`src/rtl/calc_sequencer.sv`:
```
// Keypad-entry sequencer for the 4-bit calculator operator: A, operator, B, equals -> one-cycle execute strobe.
// Every output is registered, so key effects appear one cycle after the strobe; there is no backpressure and unusable keys are dropped.
module calc_sequencer #(
    parameter int TIMEOUT_CYCLES = 50000000,
    parameter int CNT_W          = 26
) (
    input  logic       clk,
    input  logic       reset,
    input  logic       key_valid,
    input  logic [3:0] key_code,
    output logic [1:0] q,
    output logic [3:0] a_out,
    output logic [3:0] op_out,
    output logic [3:0] b_out,
    output logic       e,
    output logic       busy,
    output logic       err
);

    typedef enum logic [2:0] {
        S_CLR,
        S_A,
        S_OP,
        S_B,
        S_EXEC,
        S_SHOW,
        S_ERR
    } state_t;

    localparam logic [1:0] Q_ENTRY_A = 2'b00;
    localparam logic [1:0] Q_CLEAR   = 2'b01;
    localparam logic [1:0] Q_ENTRY_B = 2'b10;
    localparam logic [1:0] Q_RESULT  = 2'b11;

    localparam logic [CNT_W-1:0] TIMER_LAST = CNT_W'(TIMEOUT_CYCLES - 1);

    state_t           r_state;
    logic [1:0]       r_q;
    logic [3:0]       r_a;
    logic [3:0]       r_op;
    logic [3:0]       r_b;
    logic             r_b_valid;
    logic [CNT_W-1:0] r_timer;
    logic             r_e;
    logic             r_busy;
    logic             r_err;

    logic w_digit;
    logic w_oper;
    logic w_equ;
    logic w_clr;

    // Code 1111 matches none of these, so it is ignored everywhere.
    assign w_digit = key_valid && (key_code <= 4'd9);
    assign w_oper  = key_valid && (key_code >= 4'hA) && (key_code <= 4'hC);
    assign w_equ   = key_valid && (key_code == 4'hD);
    assign w_clr   = key_valid && (key_code == 4'hE);

    always_ff @(posedge clk) begin
        if (!reset) begin
            r_state   <= S_CLR;
            r_q       <= Q_CLEAR;
            r_a       <= 4'd0;
            r_op      <= 4'd0;
            r_b       <= 4'd0;
            r_b_valid <= 1'b0;
            r_timer   <= '0;
            r_e       <= 1'b0;
            r_busy    <= 1'b0;
            r_err     <= 1'b0;
        end else begin
            r_e    <= 1'b0;
            r_busy <= 1'b0;
            // Every entry into S_CLR wipes the operand buses and the error flag,
            // so they already read zero during the single clear cycle.
            case (r_state)
                S_CLR: begin
                    r_state <= S_A;
                    r_q     <= Q_ENTRY_A;
                end

                S_A: begin
                    if (w_clr) begin
                        r_state   <= S_CLR;
                        r_q       <= Q_CLEAR;
                        r_a       <= 4'd0;
                        r_op      <= 4'd0;
                        r_b       <= 4'd0;
                        r_b_valid <= 1'b0;
                        r_err     <= 1'b0;
                    end else if (w_digit) begin
                        r_a     <= key_code;
                        r_state <= S_OP;
                    end else if (w_oper || w_equ) begin
                        r_state <= S_ERR;
                        r_q     <= Q_CLEAR;
                        r_err   <= 1'b1;
                    end
                end

                S_OP: begin
                    if (w_clr) begin
                        r_state   <= S_CLR;
                        r_q       <= Q_CLEAR;
                        r_a       <= 4'd0;
                        r_op      <= 4'd0;
                        r_b       <= 4'd0;
                        r_b_valid <= 1'b0;
                        r_err     <= 1'b0;
                    end else if (w_digit) begin
                        r_a <= key_code;
                    end else if (w_oper) begin
                        r_op    <= key_code;
                        r_state <= S_B;
                        r_q     <= Q_ENTRY_B;
                    end else if (w_equ) begin
                        r_state <= S_ERR;
                        r_q     <= Q_CLEAR;
                        r_err   <= 1'b1;
                    end
                end

                S_B: begin
                    if (w_clr) begin
                        r_state   <= S_CLR;
                        r_q       <= Q_CLEAR;
                        r_a       <= 4'd0;
                        r_op      <= 4'd0;
                        r_b       <= 4'd0;
                        r_b_valid <= 1'b0;
                        r_err     <= 1'b0;
                    end else if (w_digit) begin
                        r_b       <= key_code;
                        r_b_valid <= 1'b1;
                    end else if (w_oper && !r_b_valid) begin
                        r_op <= key_code;
                    end else if (w_equ && r_b_valid) begin
                        r_state <= S_EXEC;
                        r_e     <= 1'b1;
                        r_busy  <= 1'b1;
                    end else if (w_oper || w_equ) begin
                        r_state <= S_ERR;
                        r_q     <= Q_CLEAR;
                        r_err   <= 1'b1;
                    end
                end

                S_EXEC: begin
                    r_timer <= '0;
                    r_state <= S_SHOW;
                    r_q     <= Q_RESULT;
                end

                S_SHOW: begin
                    // A usable key beats the timeout; operator/equals fall through to it.
                    if (w_clr || (!w_digit && r_timer == TIMER_LAST)) begin
                        r_state   <= S_CLR;
                        r_q       <= Q_CLEAR;
                        r_a       <= 4'd0;
                        r_op      <= 4'd0;
                        r_b       <= 4'd0;
                        r_b_valid <= 1'b0;
                        r_err     <= 1'b0;
                    end else if (w_digit) begin
                        r_a       <= key_code;
                        r_op      <= 4'd0;
                        r_b       <= 4'd0;
                        r_b_valid <= 1'b0;
                        r_state   <= S_OP;
                        r_q       <= Q_ENTRY_A;
                    end else begin
                        r_timer <= r_timer + CNT_W'(1);
                    end
                end

                S_ERR: begin
                    if (w_clr) begin
                        r_state   <= S_CLR;
                        r_q       <= Q_CLEAR;
                        r_a       <= 4'd0;
                        r_op      <= 4'd0;
                        r_b       <= 4'd0;
                        r_b_valid <= 1'b0;
                        r_err     <= 1'b0;
                    end
                end

                default: begin
                    r_state <= S_CLR;
                    r_q     <= Q_CLEAR;
                end
            endcase
        end
    end

    assign q      = r_q;
    assign a_out  = r_a;
    assign op_out = r_op;
    assign b_out  = r_b;
    assign e      = r_e;
    assign busy   = r_busy;
    assign err    = r_err;

endmodule

```
`config.mk`:
```
export PLATFORM = sky130hd
export DESIGN_NAME = calc_sequencer
export DESIGN_NICKNAME = d
export VERILOG_FILES = /design/src/rtl/calc_sequencer.sv
export SDC_FILE = /design/constraint.sdc
export NUM_CORES = 1
export LEC_CHECK = 0
export ABC_CLOCK_PERIOD_IN_PS = 2500
export CAP_MARGIN = 0
export CORE_MARGIN = 3
export CORE_UTILIZATION = 25
export CTS_CLUSTER_DIAMETER = 50
export DETAILED_ROUTE_END_ITERATION = 10
export PLACE_DENSITY = 0.45
export SLEW_MARGIN = 20
export SYNTH_ARGS = -nofsm -noshare
export SYNTH_HDL_FRONTEND = slang
export SYNTH_SLANG_ARGS = --single-unit
```
`constraint.sdc`:
```
create_clock -name clk -period 2.5 [get_ports clk]
set_clock_uncertainty 0.2 [all_clocks]
set_input_delay 0.5 -clock clk [delete_from_list [all_inputs] [get_ports clk]]
set_output_delay 0.5 -clock clk [all_outputs]
set_load 0.02 [all_outputs]
```
# Word-level counts from Yosys, hierarchy flattened
# Index checks and enable logic that the tools add are counted.
# word_totals
in_bits,7
ff_bits,46
# op_classes
reduce_logical,30
n_mux,70
n_eq_ne,28
n_lt_le_gt_ge,3
bitwise,2
n_addsub,1
# op_table
cell,count
$mux W4,14
$mux W26,2
$pmux W26 S2,1
$mux W3,14
$ne A3 B3 Y1 const B,11
$mux W2,14
$add A26 B1 Y26 const B,1
$eq A26 B26 Y1 const B,1
$pmux W4 S3,2
$pmux W3 S7,1
$mux W1,18
$pmux W4 S4,1
$pmux W2 S7,1
$reduce_and A10 Y1,1
$eq A3 B3 Y1 const B,3
$eq A4 B4 Y1 const B,2
$le A4 B4 Y1 const B,2
$logic_and A1 B1 Y1,8
$ne A2 B2 Y1 const B,4
$reduce_and A8 Y1,1
$reduce_and A7 Y1,1
$eq A3 B2 Y1 const B,2
$ne A2 B1 Y1 const B,3
$reduce_and A6 Y1,1
19 further kinds,25

# Logic depth before layout (Yosys ltp)
# depth
word_depth,10
mapped_depth,8

# Worst setup path after synthesis
# Ideal clock, no wire load.
# synth_timing
path_kind,input-to-reg
from,input key_code[2]
to,register r_q[0] (netlist: q[0])
path_slack_ps,283
required_time_ps,2179
arrival_time_ps,1896
stages,7
path_cell_list,buf_4 > nor3b_1 > o211ai_1 > a211o_1 > o31ai_2 > o21bai_4 > mux2_4
# synth_between
elab_chain_cells,10
# synth_rtl
item,line_no,rtl
start: declaration,10,"input logic [3:0] key_code,"
$ge A4 B4 Y1,55,assign w_oper = key_valid && (key_code >= 4'hA) && (key_code <= 4'hC);
$logic_and A1 B1 Y1 (2 in series),55,
$logic_or A1 B1 Y1,"94, 141",
$mux W2 (4 in series),n/a,
$mux W2,124,if (w_clr) begin
$pmux W2 S7,76,case (r_state)
end signal: assignment,79,r_q <= Q_ENTRY_A;
end signal: assignment,85,r_q <= Q_CLEAR;
end signal: assignment,126,r_q <= Q_CLEAR;
end: declaration,38,logic [1:0] r_q;
# Parallel ways exist; a longest one is shown, timed or not. The select of a mux whose other input is x is not followed.
# A chain may end at the register's enable or synchronous reset.

# Worst setup path in the final report
# layout_timing
from,input key_code[3]
to,register r_q[0] (netlist: q[0])
# The elaborated chain is that of the path after synthesis.

==> run_results.csv <==
group,metric,value,unit
final_layout,seqCellArea,921,sq um
logic_synthesis,yosysWarnings,0,
logic_synthesis,synthDistinctLibCells,64,
routing,vias,2480,
floorplanning,die_w,111,um
final_layout,drive_gt1_share,18.6,%
global_routing,grt_overflow,0,
placed_design,dp_slack,-0.295,ns
status,status,"completed",
routing,wire_per_inst,13.8,um
sta,rsz0062_at_grt,"no",
floorplanning,coreArea,0.0105,sq mm
cts,cts_root_buf,"clkbuf_8",
worst_setup_path,crit_required,2.51,ns
global_routing,grt_pass1_vias,2412,
routing,drcViolationCount,0,
logic_synthesis,netlist_instances,328,
global_routing,grt_max_degree,29,
final_layout,antenna_cells,0,
cts,postCtsHoldBufs,0,
sta,hold_ws,0.267,ns
min_path,hp-class,"reg -> reg",
logic_synthesis,ys_seq_area_share,33.6,%
logic_synthesis,avgSynthCellArea,8.36,sq um
floorplanning,dieArea,0.0123,sq mm
final_layout,syn2layout_area_growth,26.4,%
power_and_ir_drop,p_leak,1.39,nW
logic_synthesis,syn_nets,336,
final_layout,nFillCells,1107,
routing,antenna_left,0,
logic_synthesis,synthArstFlopShare,0,%
sta,max_clock_freq,416,MHz
floorplanning,initial_core_util,26.1,%
cts,htree_levels,2,
cts,clockBufferDepth,2,
logic_synthesis,netlist_area,0.00274,sq mm
cts,cts_buffers,5,
logic_synthesis,yosysMostFrequentCell,"dfxtp_1",
sta,max_slew_margin,68.6,%
logic_synthesis,synth_ff_type,"dfxtp_1",
sta,finalSetupViolCount,0,
placed_design,io_buffers,23,
worst_setup_path,worstSetupEndpointType,"flip-flop",
logic_synthesis,synth-seq-cells,46,
sta,period_needed,2.41,ns
cts,cts_sinks,46,
routing,drtIter0Drc,105,
floorplanning,rows,37,
final_layout,nets,388,
placed_design,placed_cells,508,
logic_synthesis,synth_top_cell_by_area,"dfxtp_1",
routing,dr.pass1.iters,4,
sta,finalHoldViolCount,0,
cts,cts_tree,"done",
power_and_ir_drop,pwr_density_cell,652,mW/mm^2
cts,clock_latency,0.31,ns
global_routing,grt_usage,11.8,%
logic_synthesis,synth_edf_count,0,
placed_design,hpwlAfterDp,5300,um
placed_design,routabilityCongestion,0.856,
global_routing,grt_pass1_wl,12200,um
logic_synthesis,synth_top_area_share,33.6,%
worst_setup_path,crit_type,"in -> reg",
sta,worst_slack,0.0942,ns
floorplanning,io_pins,24,
floorplanning,fp.dieH,111,um
routing,finalWirelength,7150,um
global_routing,antenna_found_initial,0,
power_and_ir_drop,peakVddDrop,0.261,mV
cts,clk_pin_slew_worst_paths,0.10,ns
logic_synthesis,synth_common_cells,"dfxtp_1, nor2_1, nand2_1",
run,maxCapViolations,0,
logic_synthesis,synth_area_leaders,"dfxtp_1, xor2_1, nor2_1, nand2_1, mux2i_1",
routing,vias_per_cell,4.80,
worst_setup_path,startpoint_type,"input pin",
sta,fin_setup_tns,0,ns
sta,min_period_over_period,96.2,%
worst_setup_path,worst-path-max-fanout,3,
worst_setup_path,crit_arrival,2.41,ns
final_layout,multiInputGateArea,0.00167,sq mm
final_layout,fin_cells,517,
sta,tightest_slew,0.470,ns
final_layout,fin_util,33.0,%
sta,drv_slew,0,
## power breakdown
part           switching (mW)  leakage, nW  internal [mW]  total (mW)
Sequential             0.0714        0.372          0.784       0.856
Combinational           0.438        0.958          0.378       0.816
Clock                   0.287       0.0585          0.301       0.588
## through the flow
| step | total power [mW] | area, sq um |
|---|---|---|
| after global placement | 1.69 | 3330 |
| after floorplan | 1.39 | 2740 |
| after detailed placement | 1.68 | 3330 |
| after CTS | 2.28 | 3440 |
| final | 2.26 | 3460 |
| after global routing | 2.39 | 3460 |
## logic make-up (layout without fill, tap and decap cells)
kind of cell	count (synthesis)	after routing	synth area share (%)
adder cells (fa/ha/maj)	1	1	0.456
AND/OR/NAND/NOR	160	160	32.2
AO/OA/AOI/OAI	54	54	14.4
XOR/XNOR	26	26	8.31
buffers and inverters	27	80	5.75
multiplexers	14	14	5.29
flip-flops	46	46	33.6
## routing by layer
| layer | vias up | global-route usage, % | wire, um |
|---|---|---|---|
| met5 | - | 0 | 0 |
| met4 | 0 | 2.38 | 66 |
| met3 | 7 | 2.29 | 217 |
| met2 | 40 | 19.3 | 3380 |
| met1 | 1174 | 16.1 | 3490 |
| li1 | 1259 | - | - |
## registers in the layout, summed over array words and instances, names as in the netlist
signal     flops
busy           1
err            1
r_b_valid      1
a_out          4
r_timer       26
q              2
b_out          4
r_state        3
op_out         4
## what timing repair did
item / 4_1_cts / 5_1_grt
setup buffers: 0 / 1
setup endpoints to repair: 0 / 22
resized for setup: 0 / 4
## path summary, 6_finish.rpt
path	start	depth (start not counted)	endpoint	slack, ns
hold / removal	op_out[1]	2	op_out[1]	0.27
setup / recovery	key_code[3]	8	q[0]	0.09
setup reg to reg	r_timer[9]	7	q[0]	0.24
hold reg to reg	op_out[1]	2	op_out[1]	0.27
## placed cells by master, fill, tap and decap left out, drive strengths merged, types with 3 or more instances in the layout
cell           count
nor4b              3
mux2i             13
buf               42
inv                8
nand3             18
clkbuf             5
nand2b             4
nor2              44
nand4             16
nor3               3
nand2             38
and2               5
nand3b             3
a21oi             10
o31a               3
and3              10
o21ai             17
clkdlybuf4s50     20
and4               4
o31ai              5
dlymetal6s2s       3
xor2              24
dfxtp             46
## worst max-delay path, cell delays in order
cell,delay [ns]
clkdlybuf4s50_1,0.52
o21ai_2,0.09
and2_2,0.23
nor4b_4,0.33
buf_4,0.18
o31ai_2,0.08
o21bai_4,0.19
mux2_4,0.30
## cell type report
class / instances / area share [%]
Clock buffer: 5 / 1.99
Clock inverter: 3 / 1.26
Inverter: 7 / 0.758
Multi-Input combinational cell: 255 / 48.2
Sequential cell: 46 / 26.6
Tap cell: 136 / 4.91
Timing Repair Buffer: 65 / 16.3
Power figures use the tool's default switching activity.
